--- src/rtl/seg7_scan_capture.sv ---
// seg7_scan_capture: rebuilds the 8 hex digits shown on a multiplexed,
// active-low seven-segment bus by filtering scan transitions, decoding
// segment patterns and storing each digit at its anode position.
// Optional build macro SEG7_ERR_CNT_EN adds a saturating error counter
// (err_cnt) with a synchronous clear input (err_clr).
module seg7_scan_capture #(
  parameter int unsigned STABLE_CYCLES = 4
) (
  input  logic        clk,
  input  logic        rst_n,
  input  logic [6:0]  hex,
  input  logic [7:0]  AN,
`ifdef SEG7_ERR_CNT_EN
  input  logic        err_clr,
  output logic [7:0]  err_cnt,
`endif
  output logic [31:0] digits,
  output logic [7:0]  digit_valid,
  output logic        upd,
  output logic [2:0]  upd_idx,
  output logic        err,
  output logic        frame_done
);

  localparam int unsigned CW = 8;
  localparam logic [CW-1:0] CNT_MAX = CW'(STABLE_CYCLES);
  localparam logic [CW-1:0] CNT_CAP = CW'(STABLE_CYCLES - 1);

  localparam logic [1:0] IDLE    = 2'd0;
  localparam logic [1:0] SETTLE  = 2'd1;
  localparam logic [1:0] CAPTURE = 2'd2;
  localparam logic [1:0] HOLD    = 2'd3;

  logic [7:0]    s_an;
  logic [6:0]    s_hex;
  logic [CW-1:0] cnt;
  logic [1:0]    state;
  logic [1:0]    state_nxt;
  logic [7:0]    seen;
  logic [7:0]    seen_set;
  logic          an_ok;
  logic [2:0]    an_idx;
  logic          changed;
  logic          capture;
  logic [4:0]    dec;

  // Active-low pattern to {valid, nibble}
  function automatic logic [4:0] decode7(input logic [6:0] p);
    case (p)
      7'h40:   decode7 = {1'b1, 4'h0};
      7'h79:   decode7 = {1'b1, 4'h1};
      7'h24:   decode7 = {1'b1, 4'h2};
      7'h30:   decode7 = {1'b1, 4'h3};
      7'h19:   decode7 = {1'b1, 4'h4};
      7'h12:   decode7 = {1'b1, 4'h5};
      7'h02:   decode7 = {1'b1, 4'h6};
      7'h78:   decode7 = {1'b1, 4'h7};
      7'h00:   decode7 = {1'b1, 4'h8};
      7'h10:   decode7 = {1'b1, 4'h9};
      7'h08:   decode7 = {1'b1, 4'hA};
      7'h03:   decode7 = {1'b1, 4'hB};
      7'h46:   decode7 = {1'b1, 4'hC};
      7'h21:   decode7 = {1'b1, 4'hD};
      7'h06:   decode7 = {1'b1, 4'hE};
      7'h0E:   decode7 = {1'b1, 4'hF};
      default: decode7 = 5'h00;
    endcase
  endfunction

  // Select validity, selected position, sample change and pattern decode
  always_comb begin
    an_ok   = $onehot(~s_an);
    an_idx  = 3'd0;
    for (int i = 0; i < 8; i++) begin
      if (!s_an[i]) an_idx = 3'(i);
    end
    changed  = ({AN, hex} != {s_an, s_hex});
    dec      = decode7(s_hex);
    seen_set = seen | (8'b1 << an_idx);
  end

  // Input sample stage
  always_ff @(posedge clk or negedge rst_n) begin
    if (!rst_n) begin
      s_an  <= 8'hFF;
      s_hex <= 7'h7F;
    end else begin
      s_an  <= AN;
      s_hex <= hex;
    end
  end

  // Stability counter: restarts on any change, saturates at STABLE_CYCLES
  always_ff @(posedge clk or negedge rst_n) begin
    if (!rst_n) begin
      cnt <= '0;
    end else if ((state == IDLE && !an_ok) || changed) begin
      cnt <= '0;
    end else if (cnt < CNT_MAX) begin
      cnt <= cnt + CW'(1);
    end
  end

  // FSM state register
  always_ff @(posedge clk or negedge rst_n) begin
    if (!rst_n) state <= IDLE;
    else        state <= state_nxt;
  end

  // FSM next state; capture fires as CAPTURE is entered so the result
  // registers STABLE_CYCLES edges after the pair is first sampled
  always_comb begin
    state_nxt = state;
    capture   = 1'b0;
    case (state)
      IDLE: begin
        if (an_ok) state_nxt = SETTLE;
      end
      SETTLE: begin
        if (!an_ok) begin
          state_nxt = IDLE;
        end else if (cnt >= CNT_CAP) begin
          state_nxt = CAPTURE;
          capture   = 1'b1;
        end
      end
      CAPTURE: begin
        state_nxt = HOLD;
      end
      HOLD: begin
        if (cnt != CNT_MAX) state_nxt = an_ok ? SETTLE : IDLE;
      end
      default: state_nxt = IDLE;
    endcase
  end

  // Digit store, status pulses and frame tracking
  always_ff @(posedge clk or negedge rst_n) begin
    if (!rst_n) begin
      digits      <= '0;
      digit_valid <= '0;
      upd         <= 1'b0;
      upd_idx     <= '0;
      err         <= 1'b0;
      frame_done  <= 1'b0;
      seen        <= '0;
    end else begin
      upd        <= 1'b0;
      err        <= 1'b0;
      frame_done <= 1'b0;
      if (capture) begin
        if (dec[4]) begin
          digits[{an_idx, 2'b00} +: 4] <= dec[3:0];
          digit_valid[an_idx]          <= 1'b1;
          upd                          <= 1'b1;
          upd_idx                      <= an_idx;
          if (seen_set == 8'hFF) begin
            frame_done <= 1'b1;
            seen       <= '0;
          end else begin
            seen <= seen_set;
          end
        end else begin
          digit_valid[an_idx] <= 1'b0;
          err                 <= 1'b1;
        end
      end
    end
  end

`ifdef SEG7_ERR_CNT_EN
  // Saturating error counter; clear has priority
  always_ff @(posedge clk or negedge rst_n) begin
    if (!rst_n) begin
      err_cnt <= '0;
    end else if (err_clr) begin
      err_cnt <= '0;
    end else if (capture && !dec[4] && err_cnt != 8'hFF) begin
      err_cnt <= err_cnt + 8'd1;
    end
  end
`endif

endmodule

--- config.mk ---
export PLATFORM = sky130hd
export DESIGN_NAME = seg7_scan_capture
export DESIGN_NICKNAME = d
export VERILOG_FILES = /design/src/rtl/seg7_scan_capture.sv
export SDC_FILE = /design/constraint.sdc
export NUM_CORES = 1
export LEC_CHECK = 0
export CAP_MARGIN = 25
export CORE_ASPECT_RATIO = 2
export CORE_UTILIZATION = 55
export CTS_BUF_LIST = sky130_fd_sc_hd__clkbuf_16
export DETAILED_ROUTE_END_ITERATION = 8
export HOLD_SLACK_MARGIN = 0.1
export PLACE_DENSITY = 0.77
export SETUP_SLACK_MARGIN = 0.15
export SYNTH_ARGS = -nofsm -noshare
export SYNTH_HDL_FRONTEND = slang
export SYNTH_SLANG_ARGS = --single-unit
--- constraint.sdc ---
create_clock -name clk -period 10.4 [get_ports clk]
set_input_delay 1.04 -clock clk [delete_from_list [all_inputs] [get_ports clk]]
set_output_delay 1.04 -clock clk [all_outputs]
set_load 0.05 [all_outputs]
==> flow_results.xml <==
<?xml version="1.0" encoding="UTF-8"?>
<metrics>
  <group name="route">
    <metric name="via_count" unit="">2902</metric>
    <metric name="antenna_violating_nets_post_route" unit="">0</metric>
    <metric name="vias_per_cell" unit="">5.75</metric>
    <metric name="drt_wl_total" unit="µm">8760</metric>
    <metric name="drc_errors" unit="">0</metric>
    <metric name="dr.pass1.iters" unit="">4</metric>
    <metric name="wl_per_cell" unit="µm">17.4</metric>
    <metric name="detailedRoute.firstIterationViolations" unit="">124</metric>
  </group>
  <group name="floorplanning">
    <metric name="die_h" unit="µm">123</metric>
    <metric name="die_boundary_width" unit="µm">62.5</metric>
    <metric name="num_rows" unit="">43</metric>
    <metric name="design.portCount" unit="">63</metric>
    <metric name="die-area" unit="µm²">7680</metric>
    <metric name="start_util" unit="">0.575</metric>
    <metric name="placeable_core_region" unit="µm²">6990</metric>
  </group>
  <group name="worst_setup_path">
    <metric name="critical_path.cell_chain" unit="">fa_1 &gt; inv_1 &gt; fa_1 &gt; fa_1 &gt; ha_1 &gt; inv_1 &gt; fa_1 &gt; nand3_1 &gt; or4_1 &gt; nor2_1 &gt; o2111ai_1 &gt; mux2_2</metric>
    <metric name="critPathMaxStageDelay" unit="ns">0.58</metric>
    <metric name="critical_path.max_fanout" unit="">5</metric>
    <metric name="worst_path_most_repeated_cell" unit="">sky130_fd_sc_hd__fa_1</metric>
    <metric name="arrival" unit="ns">4.90</metric>
    <metric name="setup.reg_to_reg.worst_slack" unit="ns">5.72</metric>
    <metric name="critical_path.n_buffers_inverters" unit="">2</metric>
    <metric name="worst-endpoint-required" unit="ns">10.62</metric>
    <metric name="rr_endpoint" unit="">digits[28]$_DFFE_PN0P_</metric>
    <metric name="setup.worst_path.class" unit="">flop to flop</metric>
    <metric name="r2r_cells" unit="">12</metric>
    <metric name="crit_path_top_delay_cell" unit="">sky130_fd_sc_hd__dfstp_2</metric>
    <metric name="setup.worst_path.start_class" unit="">flop</metric>
    <metric name="crit_path_leading_delay_family" unit="">adder cells</metric>
    <metric name="end_kind" unit="">flop</metric>
    <metric name="timing.rr.start" unit="">s_an[3]$_DFF_PN1_</metric>
  </group>
  <group name="worst_hold_path">
    <metric name="launch_instance_of_the_worst_min_delay_path" unit="">cnt[5]$_DFFE_PN0P_</metric>
    <metric name="worstHoldPathCells" unit="">1</metric>
    <metric name="min-delay-path-class" unit="">flop to flop</metric>
    <metric name="worst_hold_path_endpoint" unit="">cnt[5]$_DFFE_PN0P_</metric>
  </group>
  <group name="outcome">
    <metric name="status" unit="">completed</metric>
  </group>
  <group name="sta">
    <metric name="rsz_0062_raised_after_global_routing" unit="">false</metric>
    <metric name="slew_viol_final" unit="">0</metric>
    <metric name="finalClockSkew" unit="ns">0.00597</metric>
    <metric name="layout_setup_ws" unit="ns">5.72</metric>
    <metric name="setup_total_negative_slack" unit="ns">0</metric>
    <metric name="fmax" unit="MHz">214</metric>
    <metric name="number_of_endpoints_failing_setup_at_the_final_stage" unit="">0</metric>
    <metric name="slew_headroom" unit="">0.360</metric>
    <metric name="worst_hold_slack" unit="ns">0.477</metric>
    <metric name="timing.final.crit_share" unit="">0.450</metric>
    <metric name="worst-slew-pin-transition" unit="ns">0.951</metric>
    <metric name="timing.final.hold_violations" unit="">0</metric>
    <metric name="min_period" unit="ns">4.68</metric>
  </group>
  <group name="logic_synthesis">
    <metric name="count_of_synthesis_stage_warnings_from_yosys" unit="">0</metric>
    <metric name="yosys-top-cells-count" unit="">sky130_fd_sc_hd__dfrtp_1 (64), sky130_fd_sc_hd__mux2_2 (34), sky130_fd_sc_hd__inv_1 (28)</metric>
    <metric name="synth_nets" unit="">381</metric>
    <metric name="part_of_the_yosys_area_used_for_sequential_elements" unit="">0.496</metric>
    <metric name="synthArstFlopShare" unit="">1.00</metric>
    <metric name="yosys.area.top_type" unit="">sky130_fd_sc_hd__dfrtp_1</metric>
    <metric name="count_of_flip_flops_with_a_built_in_enable_after_synthesis" unit="">0</metric>
    <metric name="syn_inst" unit="">349</metric>
    <metric name="ys_types" unit="">57</metric>
    <metric name="yosys_most_used_dff" unit="">sky130_fd_sc_hd__dfrtp_1</metric>
    <metric name="post_synth_instance_area" unit="µm²">4020</metric>
    <metric name="ys_ff_latch" unit="">79</metric>
    <metric name="syn_area_per_cell" unit="µm²">11.5</metric>
    <metric name="post_synth_main_area_contributors" unit="">sky130_fd_sc_hd__dfrtp_1 (40%), sky130_fd_sc_hd__dfstp_2 (9.8%), sky130_fd_sc_hd__mux2_2 (9.5%)</metric>
    <metric name="synthMostInstantiatedCell" unit="">sky130_fd_sc_hd__dfrtp_1</metric>
    <metric name="synth_top_cell_area_share" unit="">0.398</metric>
  </group>
  <group name="cts">
    <metric name="cts_resized" unit="">0</metric>
    <metric name="clkSlewWorstSetupHoldPaths" unit="ns">0.06</metric>
    <metric name="htree_levels" unit="">3</metric>
    <metric name="cts_max_path_buffers" unit="">2</metric>
    <metric name="clockRootBuffer" unit="">sky130_fd_sc_hd__clkbuf_16</metric>
    <metric name="clk_latency" unit="ns">0.34</metric>
    <metric name="cts_made_buffers" unit="">9</metric>
    <metric name="cts_hold_buf" unit="">0</metric>
    <metric name="post-cts-setup-buffers" unit="">0</metric>
    <metric name="cts_tree" unit="">done</metric>
    <metric name="clock_sink_count" unit="">79</metric>
  </group>
  <group name="placement">
    <metric name="port_buffers" unit="">62</metric>
    <metric name="place_congestion" unit="">0.857</metric>
    <metric name="dp_slack" unit="ns">5.80</metric>
    <metric name="dp.final_hpwl" unit="µm">6400</metric>
  </group>
  <group name="grt">
    <metric name="grt_start_max_net_pins" unit="">80</metric>
    <metric name="overflow" unit="">0</metric>
    <metric name="global_route_wire_length_before_repair" unit="µm">14600</metric>
    <metric name="number_of_antenna_violations_at_the_first_check_in_global_routing" unit="">0</metric>
    <metric name="first_global_vias" unit="">2987</metric>
    <metric name="grtUsageTotal" unit="">0.255</metric>
  </group>
  <group name="final_layout">
    <metric name="area_growth_syn_to_layout" unit="%">24.9</metric>
    <metric name="final_layout_size_suffix_gt1_frac" unit="">0.205</metric>
    <metric name="nNetsFinal" unit="">443</metric>
    <metric name="antenna_cells_inserted" unit="">0</metric>
  </group>
  <group name="power_and_ir_drop">
    <metric name="leakage" unit="µW">0.00224</metric>
    <metric name="power_per_cell_area" unit="nW/µm²">142</metric>
    <metric name="peakVddDrop" unit="mV">0.115</metric>
  </group>
  <group name="flow_run">
    <metric name="max-cap-violations" unit="">0</metric>
  </group>
</metrics>
## cell usage in the layout, fill, tap and decap left out, types with 2 or more instances in the layout
master	Yosys	final
sky130_fd_sc_hd__and2_1	6	6
sky130_fd_sc_hd__clkinv_1	0	3
sky130_fd_sc_hd__or4_1	3	3
sky130_fd_sc_hd__clkdlybuf4s50_1	0	61
sky130_fd_sc_hd__nor4_1	4	3
sky130_fd_sc_hd__dfstp_2	15	15
sky130_fd_sc_hd__a211oi_1	2	2
sky130_fd_sc_hd__inv_1	28	28
sky130_fd_sc_hd__nand4_1	5	5
sky130_fd_sc_hd__a21boi_0	2	2
sky130_fd_sc_hd__o21ai_0	9	9
sky130_fd_sc_hd__o211ai_4	2	2
sky130_fd_sc_hd__ha_1	11	11
sky130_fd_sc_hd__dfrtp_1	64	64
sky130_fd_sc_hd__a41oi_1	2	2
sky130_fd_sc_hd__a21oi_1	15	15
sky130_fd_sc_hd__buf_4	1	3
sky130_fd_sc_hd__o22ai_1	2	2
sky130_fd_sc_hd__nor3_1	3	3
sky130_fd_sc_hd__xnor2_1	12	12
sky130_fd_sc_hd__mux2_4	8	8
sky130_fd_sc_hd__nor2b_1	8	8
sky130_fd_sc_hd__xor2_1	4	4
sky130_fd_sc_hd__clkbuf_16	0	9
sky130_fd_sc_hd__nand2b_1	2	2
sky130_fd_sc_hd__fa_1	4	4
sky130_fd_sc_hd__or2_2	2	2
sky130_fd_sc_hd__a21o_1	2	2
sky130_fd_sc_hd__o211ai_1	6	6
sky130_fd_sc_hd__nor2_1	17	17
sky130_fd_sc_hd__mux2_2	34	34
sky130_fd_sc_hd__nand2_1	20	20
sky130_fd_sc_hd__bufinv_16	0	2
sky130_fd_sc_hd__a31o_2	2	2
sky130_fd_sc_hd__a22oi_1	2	2
sky130_fd_sc_hd__o2111ai_1	7	7
sky130_fd_sc_hd__nand3_1	10	10
sky130_fd_sc_hd__a211o_1	2	2
## metrics by stage
stage | total power, µW | cells | instance area [µm²] | util
detailed placement | 395 | 489 | 4700 | 0.671
floorplan | 369 | 349 | 4020 | -
CTS | 719 | 504 | 5000 | 0.714
global placement | 392 | 489 | 4700 | 0.671
finish | 713 | 505 | 5020 | 0.718
global route | 741 | 505 | 5020 | 0.718
## final cells by class
class                   count  area [µm²]
well taps                  90         113
fillers                   490        1970
flip-flops and latches     79        2000
inverters                  28         105
clock inverters             6        76.3
clock buffers               9         225
multi-input cells         228        1850
repair buffers             65         661
## where the power goes
part	total (µW)	switching [µW]	internal, µW
sequential	324	9.70	315
combinational	67.9	41.1	26.8
clock	320	115	206
total	713	166	547
## worst register-to-register path, cell delays in order, from the launching register on
cell                        delay (ns)
sky130_fd_sc_hd__dfstp_2          0.58
sky130_fd_sc_hd__fa_1             0.42
sky130_fd_sc_hd__inv_1            0.08
sky130_fd_sc_hd__fa_1             0.43
sky130_fd_sc_hd__fa_1             0.51
sky130_fd_sc_hd__ha_1             0.17
sky130_fd_sc_hd__inv_1            0.06
sky130_fd_sc_hd__fa_1             0.47
sky130_fd_sc_hd__nand3_1          0.12
sky130_fd_sc_hd__or4_1            0.57
sky130_fd_sc_hd__nor2_1           0.39
sky130_fd_sc_hd__o2111ai_1        0.38
sky130_fd_sc_hd__mux2_2           0.38
## worst max path at each step
stage | from | end | slack, ns | depth (start not counted)
after floorplan | s_an[3]$_DFF_PN1_ | digits[28]$_DFFE_PN0P_ | 6.19 | 13
after global placement | s_an[3]$_DFF_PN1_ | digits[31]$_DFFE_PN0P_ | 5.97 | 12
after detailed placement | s_an[3]$_DFF_PN1_ | digits[30]$_DFFE_PN0P_ | 5.80 | 12
after CTS | s_an[3]$_DFF_PN1_ | digits[31]$_DFFE_PN0P_ | 5.76 | 12
after global routing | s_an[3]$_DFF_PN1_ | digits[28]$_DFFE_PN0P_ | 5.57 | 13
final | s_an[3]$_DFF_PN1_ | digits[28]$_DFFE_PN0P_ | 5.72 | 12
## routing by layer
layer / up-vias / share of wire / track usage
met2: 89 / 0.57 / 0.467
li1: 1357 / - / -
met1: 1435 / 0.36 / 0.262
met3: 21 / 0.036 / 0.0673
met5: - / 0 / 0
met4: 0 / 0.033 / 0.137
## cells by family after synthesis
group	Yosys count	share of synthesized area
simple gates	88	0.118
flops	79	0.496
compound gates	66	0.124
mux	43	0.127
buf+inv	42	0.0460
xor+xnor	16	0.0348
fa+ha+maj	15	0.0541
No activity file was read; power rests on OpenSTA's default activity.
==> patch 1: new RTL, same settings <==
The option `SEG7_ERR_CNT_EN` is turned on by a define.
--- a/src/rtl/seg7_scan_capture.sv
+++ b/src/rtl/seg7_scan_capture.sv
@@ -3,6 +3,8 @@
 // segment patterns and storing each digit at its anode position.
 // Optional build macro SEG7_ERR_CNT_EN adds a saturating error counter
 // (err_cnt) with a synchronous clear input (err_clr).
+`define SEG7_ERR_CNT_EN
+
 module seg7_scan_capture #(
   parameter int unsigned STABLE_CYCLES = 4
 ) (
Interface: changed (added err_clr and err_cnt); port bits go from 63 to 72. The function was not compared with the original's and may differ.
==> patch 1 against the original RTL <==
Clock skew grew 0.0020 ns; sequential cell count is 8 higher; wire length up 24%; design area rose by 15%; total power rose by 5.8%; setup slack got worse by 0.37 ns; sequential share of layout area fell by 1.8 points; synthesized area grew 17%; largest cell class is now multi-input gates; largest power group unchanged.
==> patch 1: results (changes against the original RTL) <==
* Met2 Use GR at 47.1% (was 46.7%)
* Netlist cell types at 58 (was 57)
* Worst EP arrival at 5.28 ns (was 4.90 ns)
* Per-cell routed wire length at 18.6 um (was 17.4 um)
* Slew HR at 33.5% (was 36.0%)
* Status: finished clean (unchanged)
* First-pass GRT wire length at 18.2 mm (was 14.6 mm)
* Vias in the first global route at 3805 (was 2987)
* Post-synthesis sequential area ratio at 46.6% (was 49.6%)
* Leakage at 0.00252 uW (was 0.00224 uW)
* DRT iter0 DRCs at 258 (was 124)
* Dpl cells at 567 (was 489)
* Crit-path slowest cell: a21oi_2 (was dfstp_2)
* RePlAce Congestion at 0.918 (was 0.857)
* CP Capture Point: upd_idx[2]$_DFFE_PN0P_ (was digits[28]$_DFFE_PN0P_)
* R2r setup slk at 5.35 ns (was 5.72 ns)
* Routing usage on met3 at 4.31% (was 6.73%)
* Post-DP HPWL at 7.80 mm (was 6.40 mm)
* Port buffer count at 71 (was 62)
* Worst r2r dst: upd_idx[2]$_DFFE_PN0P_ (was digits[28]$_DFFE_PN0P_)
* Net count, final at 516 (was 443)
* Vias per cell at 6.11 (was 5.75)
* Net Count, Synth at 449 (was 381)
* Finished Layout Cells at 584 (was 505)
* Max FO, Critical Path at 15 (was 5)
* Max IR drop VDD at 94.3 uV (was 115 uV)
* Met1 Track Usage GR at 30.1% (was 26.2%)
* Fill count at 626 (was 490)
patch 1: cell count changes after synthesis, sizes merged, moves of 6 or more:
cell	unedited run	this run
a2111oi	0	14
nor4	5	14
dfrtp	64	72
o211ai	8	0
a2bb2oi	0	7
nor3	3	10
and3	1	7
mux2	42	48
nand2	20	14
patch 1: worst reg2reg max path, delay by kind of cell (launching register included):
kind | cells | cell delay [ns]
multiplexers | 1 | 0.41
adder cells (fa/ha/maj) | 5 | 2.05
flip-flops | 1 | 0.58
AO/OA/AOI/OAI | 2 | 1.15
AND/OR/NAND/NOR | 2 | 0.62
buffers and inverters | 2 | 0.14
patch 1: worst min path at each step:
stage / startpoint / end / slack, ns / depth (start not counted)
3_5_place_dp: cnt[3]$_DFFE_PN0P_ / cnt[3]$_DFFE_PN0P_ / 0.47 / 1
6_report: digits[15]$_DFFE_PN0P_ / digits[15]$_DFFE_PN0P_ / 0.49 / 1
3_3_place_gp: cnt[3]$_DFFE_PN0P_ / cnt[3]$_DFFE_PN0P_ / 0.47 / 1
4_1_cts: digits[15]$_DFFE_PN0P_ / digits[15]$_DFFE_PN0P_ / 0.49 / 1
5_1_grt: digits[15]$_DFFE_PN0P_ / digits[15]$_DFFE_PN0P_ / 0.51 / 1
2_1_floorplan: cnt[3]$_DFFE_PN0P_ / cnt[3]$_DFFE_PN0P_ / 0.45 / 1
patch 1: stage by stage:
step	area (sq um)	setup slack [ns]	hold slack [ns]	total power [uW]
after floorplan	4720	6.05	0.455	407
after global placement	5470	5.58	0.470	431
after detailed placement	5470	5.43	0.472	436
after CTS	5770	5.39	0.491	755
after global routing	5800	5.11	0.515	782
final	5800	5.35	0.489	754
patch 1: layer usage:
metal / up-vias / wire (um)
met4: 0 / 368
li1: 1667 / -
met2: 102 / 5860
met3: 29 / 431
met1: 1771 / 4210
met5: - / 0
patch 1: cell families (layout without fill, tap and decap cells):
kind of cell / count (synthesis) / count (layout) / synth area share [%]
simple gates: 123 / 123 / 15.0
flops: 87 / 87 / 46.6
compound gates: 73 / 73 / 13.5
mux: 51 / 51 / 12.1
buf+inv: 45 / 117 / 4.30
xor+xnor: 18 / 18 / 3.34
fa+ha+maj: 17 / 17 / 5.15
patch 1: final cells by class:
cell class	instances	area, sq um	share of cell area, %
Sequential cell	87	2200	37.9
Clock buffer	9	225	3.89
Clock inverter	7	71.3	1.23
Inverter	24	90.1	1.55
Timing Repair Buffer	77	773	13.3
Multi-Input combinational cell	282	2320	40.0
Tap cell	98	123	2.12
patch 1: power by group through the flow:
stage	clock network, uW	registers, uW	logic (uW)
final	322	355	77.9
after global routing	339	356	87.0
after CTS	324	354	76.5
after detailed placement	0	361	75.5
after global placement	0	360	71.1
after floorplan	0	355	51.7
==> patch 2: new RTL, same settings <==
Made on the original files. Add an input register stage for `hex` and `AN`, with the module's reset; this delays them by one clock.
--- a/src/rtl/seg7_scan_capture.sv
+++ b/src/rtl/seg7_scan_capture.sv
@@ -30,6 +30,19 @@
   localparam logic [1:0] SETTLE  = 2'd1;
   localparam logic [1:0] CAPTURE = 2'd2;
   localparam logic [1:0] HOLD    = 2'd3;
+
+  logic [6:0] hex_q;
+  logic [7:0] AN_q;
+
+  always_ff @(posedge clk or negedge rst_n) begin
+    if (!rst_n) begin
+      hex_q <= '0;
+      AN_q  <= '0;
+    end else begin
+      hex_q <= hex;
+      AN_q  <= AN;
+    end
+  end
 
   logic [7:0]    s_an;
   logic [6:0]    s_hex;
@@ -74,7 +87,7 @@
     for (int i = 0; i < 8; i++) begin
       if (!s_an[i]) an_idx = 3'(i);
     end
-    changed  = ({AN, hex} != {s_an, s_hex});
+    changed  = ({AN_q, hex_q} != {s_an, s_hex});
     dec      = decode7(s_hex);
     seen_set = seen | (8'b1 << an_idx);
   end
@@ -85,8 +98,8 @@
       s_an  <= 8'hFF;
       s_hex <= 7'h7F;
     end else begin
-      s_an  <= AN;
-      s_hex <= hex;
+      s_an  <= AN_q;
+      s_hex <= hex_q;
     end
   end
 
Function: changed (a bounded check fails within 10 cycles, from zero or initial values and one cycle with rst_n low).
==> patch 2 against the original RTL <==
Wire length grew 3.5%; sequential cell count grew 15; non-clock buffer count grew 1; synthesized area grew 7.7%; final cell count grew 2.0%; fmax shrank 4.6%; critical path depth grew 1; global-route usage shrank 1.2 points; setup slack lost 0.23 ns; worst hold slack lost 0.086 ns; design area grew 5.9%; count of clock-buffer cells in the layout is the same; total power grew 7.9%; critical path type unchanged; largest power group unchanged; highest routed layer unchanged.
==> patch 2: results (changes against the original RTL) <==
* CTS clk-pin slew, worst paths at 0.06 ns (about the same)
* First-pass GRT wire length at 14.9 mm (was 14.6 mm)
* Max IR drop VDD at 93.7 uV (was 115 uV)
* XOR/XNOR share of the synthesized area at 3.23% (was 3.48%)
* Worst EP arrival at 5.13 ns (was 4.90 ns)
* Sw frac at 23.4% (was 23.2%)
* Worst slew pin tran at 0.953 ns (was 0.951 ns)
* CP max stage delay at 0.61 ns (was 0.58 ns)
* Comb group at 70.9 uW (was 67.9 uW)
* Clock skew at 0.00603 ns (was 0.00597 ns)
* Post-DP HPWL at 6.36 mm (was 6.40 mm)
* Vias per cell at 5.74 (was 5.75)
* Root Buffer: clkbuf_16 (unchanged)
* Area share of fa/ha/maj cells after synthesis at 5.26% (was 5.41%)
* Syn_area_per_cell at 12.2 sq um (was 11.5 sq um)
* Post-synthesis compound-gate area fraction at 7.31% (was 12.4%)
* Finished Layout Cells at 515 (was 505)
* Net count, final at 448 (was 443)
* Dpl cell area at 5010 sq um (was 4700 sq um)
* Netlist cell types at 60 (was 57)
* Largest net degree at the start of global routing at 83 (was 80)
* Initial antenna violation count at 0 (unchanged)
* Net Count, Synth at 387 (was 381)
* Leakage at 0.00246 uW (was 0.00224 uW)
* Vias in the first global route at 3046 (was 2987)
* Crit-path slowest cell: or3b_1 (was dfstp_2)
* Post-place setup slack at 5.54 ns (was 5.80 ns)
* Per-cell routed wire length at 17.6 um (was 17.4 um)
* Status: finished clean (unchanged)
* Power consumption at 769 uW (was 713 uW)
* Dpl cells at 497 (was 489)
* Power Clock at 312 uW (was 320 uW)
* Global Route Usage Sum at 24.3% (was 25.5%)
* Synth cell count leaders: dfrtp_1, mux2_2, nor2_1 (was dfrtp_1, mux2_2, inv_1)
* Share of layout cells above drive strength 1 at 21.6% (was 20.5%)
* Mux cell area share after synthesis at 11.7% (was 12.7%)
patch 2: cell types whose count changed after synthesis, sizes merged, moves of 4 or more:
| cell | delta |
|---|---|
| o2111ai | -7 |
| clkbuf | +5 |
| and2 | +4 |
| dfrtp | +15 |
| a21oi | -9 |
| o211ai | -8 |
| nor3b | +5 |
| nor3 | +4 |
| inv | -9 |
| and3 | +4 |
| a41oi | +5 |
patch 2: path summary, 6_finish.rpt:
check,depth (start not counted),to,slack (ns),start
max in group asynchronous,3,s_hex[1]$_DFF_PN1_,8.91,rst_n
max,13,digits[20]$_DFFE_PN0P_,5.50,s_an[3]$_DFF_PN1_
min in group asynchronous,1,async pin,0.53,rst_n
min,0,s_hex[4]$_DFF_PN1_,0.39,hex_q[4]$_DFF_PN0_
min reg2reg,0,s_hex[4]$_DFF_PN1_,0.39,hex_q[4]$_DFF_PN0_
max reg2reg,13,digits[20]$_DFFE_PN0P_,5.50,s_an[3]$_DFF_PN1_
patch 2: layer usage:
layer / global-route usage, % / routed length, um
met1: 28.4 / 3610
met2: 40.3 / 4780
met3: 4.55 / 322
met4: 15.3 / 358
met5: 0 / 0
patch 2: worst register-to-register path, stage by stage, from the launching register on:
cell and delay, ns:
dfstp_2 0.57, fa_1 0.43, inv_1 0.08, fa_1 0.42, fa_1 0.50, ha_1 0.17, inv_1 0.06, fa_1 0.51
nand2_1 0.09, o41ai_4 0.37, or3b_1 0.61, nor3b_1 0.33, and3_1 0.30, mux2_2 0.35
patch 2: cell type report:
class / count / area [sq um]
sequential: 94 / 2370
fill: 540 / 2280
multi-input combinational: 226 / 1810
timing repair buffer: 66 / 666
clock buffer: 9 / 225
tap: 94 / 118
inverter: 19 / 71.3
clock inverter: 7 / 57.6
